<file path="src/rtl/ser_pkg.sv">
// Shared constants, FSM state type and PRBS7 helpers for the word serializer.
// The PRBS helpers are only referenced when SER_PRBS_IDLE_EN is defined.
package ser_pkg;

  localparam int DIN_W_DEF = 32;
  localparam int OUT_W_DEF = 8;
  localparam int CNT_W_DEF = 16;
  localparam logic [7:0] IDLE_PAT_DEF = 8'hBC;
  localparam int RATIO = DIN_W_DEF / OUT_W_DEF;

  typedef enum logic [0:0] {
    ST_IDLE  = 1'b0,
    ST_SHIFT = 1'b1
  } ser_state_e;

  // x^7 + x^6 + 1: the new bit is the XOR of the two oldest state bits.
  localparam logic [6:0] PRBS7_SEED  = 7'h7F;
  localparam int         PRBS7_TAP_A = 6;
  localparam int         PRBS7_TAP_B = 5;

  function automatic logic [6:0] prbs7_adv(input logic [6:0] s, input int n);
    logic [6:0] r;
    r = s;
    for (int i = 0; i < n; i++) begin
      r = {r[5:0], r[PRBS7_TAP_A] ^ r[PRBS7_TAP_B]};
    end
    return r;
  endfunction

  function automatic logic [63:0] prbs7_slice(input logic [6:0] s, input int n);
    logic [6:0]  r;
    logic [63:0] o;
    r = s;
    o = '0;
    for (int i = 0; i < n && i < 64; i++) begin
      o[i] = r[PRBS7_TAP_A] ^ r[PRBS7_TAP_B];
      r    = {r[5:0], o[i]};
    end
    return o;
  endfunction

endpackage

</file>
<file path="src/rtl/prbs7_gen.sv">
// Parallel PRBS7 generator: slice_o is the next OUT_W sequence bits (bit 0 first).
// The state advances by OUT_W steps whenever en_i is high.
module prbs7_gen
  import ser_pkg::*;
#(
  parameter int OUT_W = OUT_W_DEF
) (
  input  logic             clk,
  input  logic             rst_n,
  input  logic             en_i,
  output logic [OUT_W-1:0] slice_o
);

  // The slice for the seed itself is shown by the parent while in reset,
  // so the register starts one slice further along.
  localparam logic [6:0] RST_STATE = prbs7_adv(PRBS7_SEED, OUT_W);

  logic [6:0] lfsr_q;
  logic [6:0] lfsr_d;

  always_comb begin
    lfsr_d  = lfsr_q;
    slice_o = '0;
    for (int i = 0; i < OUT_W; i++) begin
      slice_o[i] = lfsr_d[PRBS7_TAP_A] ^ lfsr_d[PRBS7_TAP_B];
      lfsr_d     = {lfsr_d[5:0], slice_o[i]};
    end
  end

  always_ff @(posedge clk or negedge rst_n) begin
    if (!rst_n) begin
      lfsr_q <= RST_STATE;
    end else if (en_i) begin
      lfsr_q <= lfsr_d;
    end
  end

endmodule

</file>
<file path="src/rtl/word_serializer.sv">
// Word-to-slice serializer with a one-word holding register and underrun counter.
// Define SER_PRBS_IDLE_EN to fill idle slices with PRBS7 instead of IDLE_PAT.
module word_serializer
  import ser_pkg::*;
#(
  parameter int               DIN_W    = DIN_W_DEF,
  parameter int               OUT_W    = OUT_W_DEF,
  parameter logic [OUT_W-1:0] IDLE_PAT = OUT_W'(IDLE_PAT_DEF),
  parameter int               CNT_W    = CNT_W_DEF
) (
  input  logic             clk,
  input  logic             rst_n,
  input  logic [DIN_W-1:0] din,
  input  logic             din_valid,
  output logic             din_ready,
  output logic [OUT_W-1:0] dout,
  output logic             sof,
  output logic             idle,
  output logic [CNT_W-1:0] underrun_cnt,
  input  logic             clr_cnt
);

  localparam int            SLICES = DIN_W / OUT_W;
  localparam int            CW     = (SLICES > 1) ? $clog2(SLICES) : 1;
  localparam logic [CW-1:0] LAST   = CW'(SLICES - 1);

  ser_state_e       state_q;
  logic [CW-1:0]    cnt_q;
  logic [DIN_W-1:0] shreg_q;
  logic [DIN_W-1:0] hold_q;
  logic             hold_v_q;
  logic [OUT_W-1:0] dout_q;
  logic             sof_q;
  logic             idle_q;
  logic [CNT_W-1:0] ucnt_q;

  logic             xfer;
  logic             last_slice;
  logic             underrun;
  logic [OUT_W-1:0] fill;

  assign din_ready  = ~hold_v_q;
  assign xfer       = din_valid & din_ready;
  assign last_slice = (state_q == ST_SHIFT) && (cnt_q == LAST);
  assign underrun   = last_slice && !hold_v_q && !xfer;

`ifdef SER_PRBS_IDLE_EN
  localparam logic [63:0]      RST_FILL_W = prbs7_slice(PRBS7_SEED, OUT_W);
  localparam logic [OUT_W-1:0] RST_FILL   = RST_FILL_W[OUT_W-1:0];

  // Only cycles that will actually show idle fill consume PRBS bits.
  logic fill_adv;
  assign fill_adv = underrun || ((state_q == ST_IDLE) && !xfer);

  prbs7_gen #(
    .OUT_W(OUT_W)
  ) u_prbs (
    .clk    (clk),
    .rst_n  (rst_n),
    .en_i   (fill_adv),
    .slice_o(fill)
  );
`else
  localparam logic [OUT_W-1:0] RST_FILL = IDLE_PAT;
  assign fill = IDLE_PAT;
`endif

  // dout always shows the slice for the current cnt_q; shreg keeps the
  // not-yet-sent slices right-aligned so slice k+1 sits at [2*OUT_W-1:OUT_W].
  always_ff @(posedge clk or negedge rst_n) begin
    if (!rst_n) begin
      state_q  <= ST_IDLE;
      cnt_q    <= '0;
      shreg_q  <= '0;
      hold_q   <= '0;
      hold_v_q <= 1'b0;
      dout_q   <= RST_FILL;
      sof_q    <= 1'b0;
      idle_q   <= 1'b1;
      ucnt_q   <= '0;
    end else begin
      sof_q <= 1'b0;
      case (state_q)
        ST_IDLE: begin
          if (xfer) begin
            shreg_q <= din;
            dout_q  <= din[OUT_W-1:0];
            sof_q   <= 1'b1;
            idle_q  <= 1'b0;
            cnt_q   <= '0;
            state_q <= ST_SHIFT;
          end else begin
            dout_q <= fill;
            idle_q <= 1'b1;
          end
        end
        ST_SHIFT: begin
          if (cnt_q != LAST) begin
            shreg_q <= shreg_q >> OUT_W;
            dout_q  <= shreg_q[2*OUT_W-1:OUT_W];
            cnt_q   <= cnt_q + 1'b1;
            if (xfer) begin
              hold_q   <= din;
              hold_v_q <= 1'b1;
            end
          end else if (hold_v_q) begin
            shreg_q  <= hold_q;
            dout_q   <= hold_q[OUT_W-1:0];
            sof_q    <= 1'b1;
            hold_v_q <= 1'b0;
            cnt_q    <= '0;
          end else if (xfer) begin
            shreg_q <= din;
            dout_q  <= din[OUT_W-1:0];
            sof_q   <= 1'b1;
            cnt_q   <= '0;
          end else begin
            dout_q  <= fill;
            idle_q  <= 1'b1;
            cnt_q   <= '0;
            state_q <= ST_IDLE;
          end
        end
        default: state_q <= ST_IDLE;
      endcase

      if (clr_cnt) begin
        ucnt_q <= '0;
      end else if (underrun && (ucnt_q != '1)) begin
        ucnt_q <= ucnt_q + 1'b1;
      end
    end
  end

  assign dout         = dout_q;
  assign sof          = sof_q;
  assign idle         = idle_q;
  assign underrun_cnt = ucnt_q;

endmodule

</file>
<file path="config.mk">
export PLATFORM = sky130hd
export DESIGN_NAME = word_serializer
export DESIGN_NICKNAME = d
export VERILOG_FILES = /design/src/rtl/ser_pkg.sv /design/src/rtl/prbs7_gen.sv /design/src/rtl/word_serializer.sv
export SDC_FILE = /design/constraint.sdc
export NUM_CORES = 1
export LEC_CHECK = 0
export ABC_AREA = 1
export CORE_MARGIN = 4
export CORE_UTILIZATION = 54
export CTS_BUF_LIST = sky130_fd_sc_hd__clkbuf_8 sky130_fd_sc_hd__clkbuf_16
export DETAILED_ROUTE_END_ITERATION = 8
export GPL_ROUTABILITY_DRIVEN = 0
export PLACE_DENSITY = 0.8
export REMOVE_ABC_BUFFERS = 1
export SYNTH_ARGS = -nofsm -noshare
export SYNTH_HDL_FRONTEND = slang
export SYNTH_SLANG_ARGS = --single-unit
</file>
<file path="constraint.sdc">
create_clock -name clk -period 1.9 [get_ports clk]
set_clock_uncertainty 0.1 [all_clocks]
set_input_delay 0.19 -clock clk [delete_from_list [all_inputs] [get_ports clk]]
set_output_delay 0.19 -clock clk [all_outputs]
set_load 0.03 [all_outputs]
</file>
==> impl_metrics.csv <==
group,metric,value,unit
routing,drc,0,
power_and_ir_drop,leakagePower,0.002405,uW
routing,routed_wl,9.220,mm
global_route,grt_pass1_vias,3321,
cts,cts_max_level,3,
setup_path,crit_path_start_kind,"flip-flop",
setup_path,critPathArrivalTime,1560,ps
power_and_ir_drop,p_int,4041,uW
layout,stdcell_area,0.005084,mm^2
power_and_ir_drop,power_switching,2750,uW
timing,tightestPinTransition,660.9,ps
setup_path,slowest_delay,720,ps
place,hpwl,6.186,mm
routing,avgRoutedWirePerCell,13.74,um
cts,ctsResizeCount,0,
logic_synthesis,synthCells,500,
layout,n_antenna_cell,0,
setup_path,cp.required,1610,ps
logic_synthesis,synth_seq_cells,86,
setup_path,r2r-end,"underrun_cnt[7]$_DFFE_PN0P_",
power_and_ir_drop,comb_power_share,41.4,%
layout,post-route-util,69.35,%
power_and_ir_drop,clockPowerShare,17.0,%
routing,drt-initial-drc-count,231,
logic_synthesis,synthSimpleGateAreaFrac,26.61,%
routing,first_pass_iters,5,
floorplanning,die_y,95.14,um
run,cap_violations,0,
power_and_ir_drop,total_power,6791,uW
logic_synthesis,synth-compound-area-share,12.36,%
logic_synthesis,synth_mux_area_share,0,%
logic_synthesis,synth_area_leader_cell,"dfrtp_1",
floorplanning,initial_core_util,55.93,%
timing,holdWs,216.1,ps
timing,rsz0062_at_grt,"no",
setup_path,ff2ff_setup_slack,110,ps
power_and_ir_drop,pwr-share-seq,41.6,%
cts,clock_sinks,86,
timing,slew_viol_final,0,
setup_path,cp.buffers_inverters,1,
global_route,gr-usage-all-layers,20.87,%
power_and_ir_drop,powerDensity,1336,mW/mm^2
cts,cts_inserted_buffers,9,
logic_synthesis,synth_fa_ha_area_share,0.6103,%
power_and_ir_drop,p_sw_share,40.50,%
timing,period_minus_slack,1852,ps
layout,layout-drive-gt1-share,10.14,%
timing,clock.fmax,540.0,MHz
global_route,grt_antenna_before_repair,0,
setup_path,end_kind,"output pin",
cts,clockRootBuffer,"clkbuf_8",
setup_path,rr_startpoint,"underrun_cnt[0]$_DFFE_PN0P_",
run_status,status,"complete, no violations",
cts,clk_pin_slew,90,ps
logic_synthesis,yosysUniqueCellTypes,25,
setup_path,cp.depth,1,
setup_path,cp-endpoint,"underrun_cnt[13]",
timing,setup_tns,0,ps
setup_path,crit_fanout,8,
cts,cts_buffer_depth,2,
setup_path,r2r_cells,10,
cts,cts_tree,"yes",
floorplanning,num_rows,31,
floorplanning,die_w,95.14,um
floorplanning,io_pins,63,
setup_path,path_cells,"clkdlybuf4s50_1",
logic_synthesis,syn_area,0.004100,mm^2
logic_synthesis,synth_top_family_by_area,"simple AND/OR/NAND/NOR gates",
setup_path,startpoint,"underrun_cnt[13]$_DFFE_PN0P_",
global_route,grt_max_degree,56,
logic_synthesis,synthXorXnorAreaFrac,0.8544,%
setup_path,critPathTopFamily,"buffers and inverters",
place,post_dp_cell_area,0.004841,mm^2
logic_synthesis,seq_area_frac_synth,52.67,%
routing,vias,3633,
logic_synthesis,synth_top_area_share,48.83,%
layout,fin_nets,605,
setup_path,critPathSlowestCell,"clkdlybuf4s50_1",
floorplanning,coreArea,0.007331,mm^2
place,portBuffers,62,
layout,fillCellCount,578,
power_and_ir_drop,irDropWorstVdd,0.8785,mV
layout,area_growth,23.99,%
routing,ant_nets,0,
logic_synthesis,ys_warn_count,0,
timing,finalSetupViolCount,0,
cts,clock_latency,350,ps
floorplanning,die_area,0.009051,mm^2
logic_synthesis,syn_avg_cell_area,8.200,um^2
min_path,hold_class,"in2async",
setup_path,criticalPathCategory,"reg2out",
global_route,grt-ovfl-total,0,
timing,relSlewSlack,55.88,%
global_route,grt_pass1_wl,15.05,mm
logic_synthesis,synth.area.top_cells,"dfrtp_1 49%, nand2_1 11%, nand3_1 7.6%, o21ai_1 4.5%, dfstp_2 3.8%",
timing,fin_crit_sh,97.47,%
timing,hold_violations,0,
routing,viasPerCell,5.414,
timing repair:
action,in CTS,in global routing
endpoints found under the setup margin,0,12
hold buffers,1,0
endpoints found under the hold margin,31,0
buffers inserted,0,4
placed cells by master (no fill, tap or decap), drive strengths merged, types with 3 or more instances in the layout:
master,synthesis,layout
nand2,125,125
dfrtp,80,80
o21ai,68,68
nand3,63,63
clkdlybuf4s50,0,60
inv,47,48
nor2,41,41
a21oi,22,22
buf,11,17
nand4,12,12
clkbuf,11,10
dfstp,6,6
xor2,4,4
o211ai,3,3
o22ai,3,3
clkinvlp,0,3
registers in the layout, summed over array words and instances, names as in the netlist:
name,count
hold_q,32
shreg_q,24
underrun_cnt,16
dout,8
cnt_q,2
hold_v_q,1
idle,1
sof,1
state_q,1
cell type report:
type	count	area (um^2)	share of cell area, %
repair buffers	78	788.3	15.51
clock inverters	6	40.04	0.7876
multi-input cells	345	1658	32.61
flip-flops and latches	86	2160	42.48
well taps	99	123.9	2.437
inverters	47	176.4	3.470
clock buffers	10	137.6	2.707
metrics by stage:
step | instances | setup WS, ps
finish | 671 | 48.16
global route | 671 | 1.877
CTS | 667 | 54.66
detailed placement | 650 | 99.48
global placement | 650 | 186.0
floorplan | 478 | -554.0
metal layers:
layer	up-vias	track usage, %	routed length [um]
li1	1787	-	-
met2	125	34.87	4511
met4	0	6.611	65
met5	-	0	0
met1	1713	28.11	4103
met3	8	2.999	539
power groups by stage:
stage / clock network, uW / logic, uW / registers (uW)
floorplan: 0 / 1560 / 3040
global placement: 0 / 2680 / 2830
detailed placement: 0 / 2780 / 2860
CTS: 1160 / 2780 / 2820
global route: 1250 / 3130 / 2900
finish: 1150 / 2810 / 2830
how the worst min path moves through the flow:
stage | from | endpoint | slack (ps) | depth (start not counted)
floorplan | rst_n | cnt_q[0]$_DFFE_PN0P_ | -210 | 0
global placement | rst_n | dout[0]$_DFF_PN0_ | 50 | 1
detailed placement | rst_n | dout[0]$_DFF_PN0_ | 50 | 1
CTS | rst_n | dout[0]$_DFF_PN0_ | 220 | 2
global route | rst_n | hold_q[0]$_DFFE_PN0P_ | 250 | 2
finish | rst_n | dout[0]$_DFF_PN0_ | 220 | 2
Yosys cell counts:
cell and instances:
nand2_4 1, inv_2 8, nand4_1 12, o21ai_1 37, ha_1 2, nand2_1 122, nor2_1 33, o22ai_1 3
nand2_2 2, o21ai_0 31, buf_1 1, dfrtp_1 80, inv_1 39, buf_4 2, buf_6 1, nor2_4 8
nand3_1 62, a21oi_1 22, clkbuf_1 11, buf_2 7, dfstp_2 6, nand3_2 1, o21bai_1 2, xor2_1 4
o211ai_1 3
kinds of logic (layout without fill, tap and decap cells):
family | Yosys count | in the layout
buffers and inverters | 69 | 141
xor gates and xnor gates | 4 | 4
DFF | 86 | 86
adders and majority gates | 2 | 2
AOI/OAI and AO/OA | 98 | 98
and+or+nand+nor | 241 | 241
(Power assumes the default switching activity.)
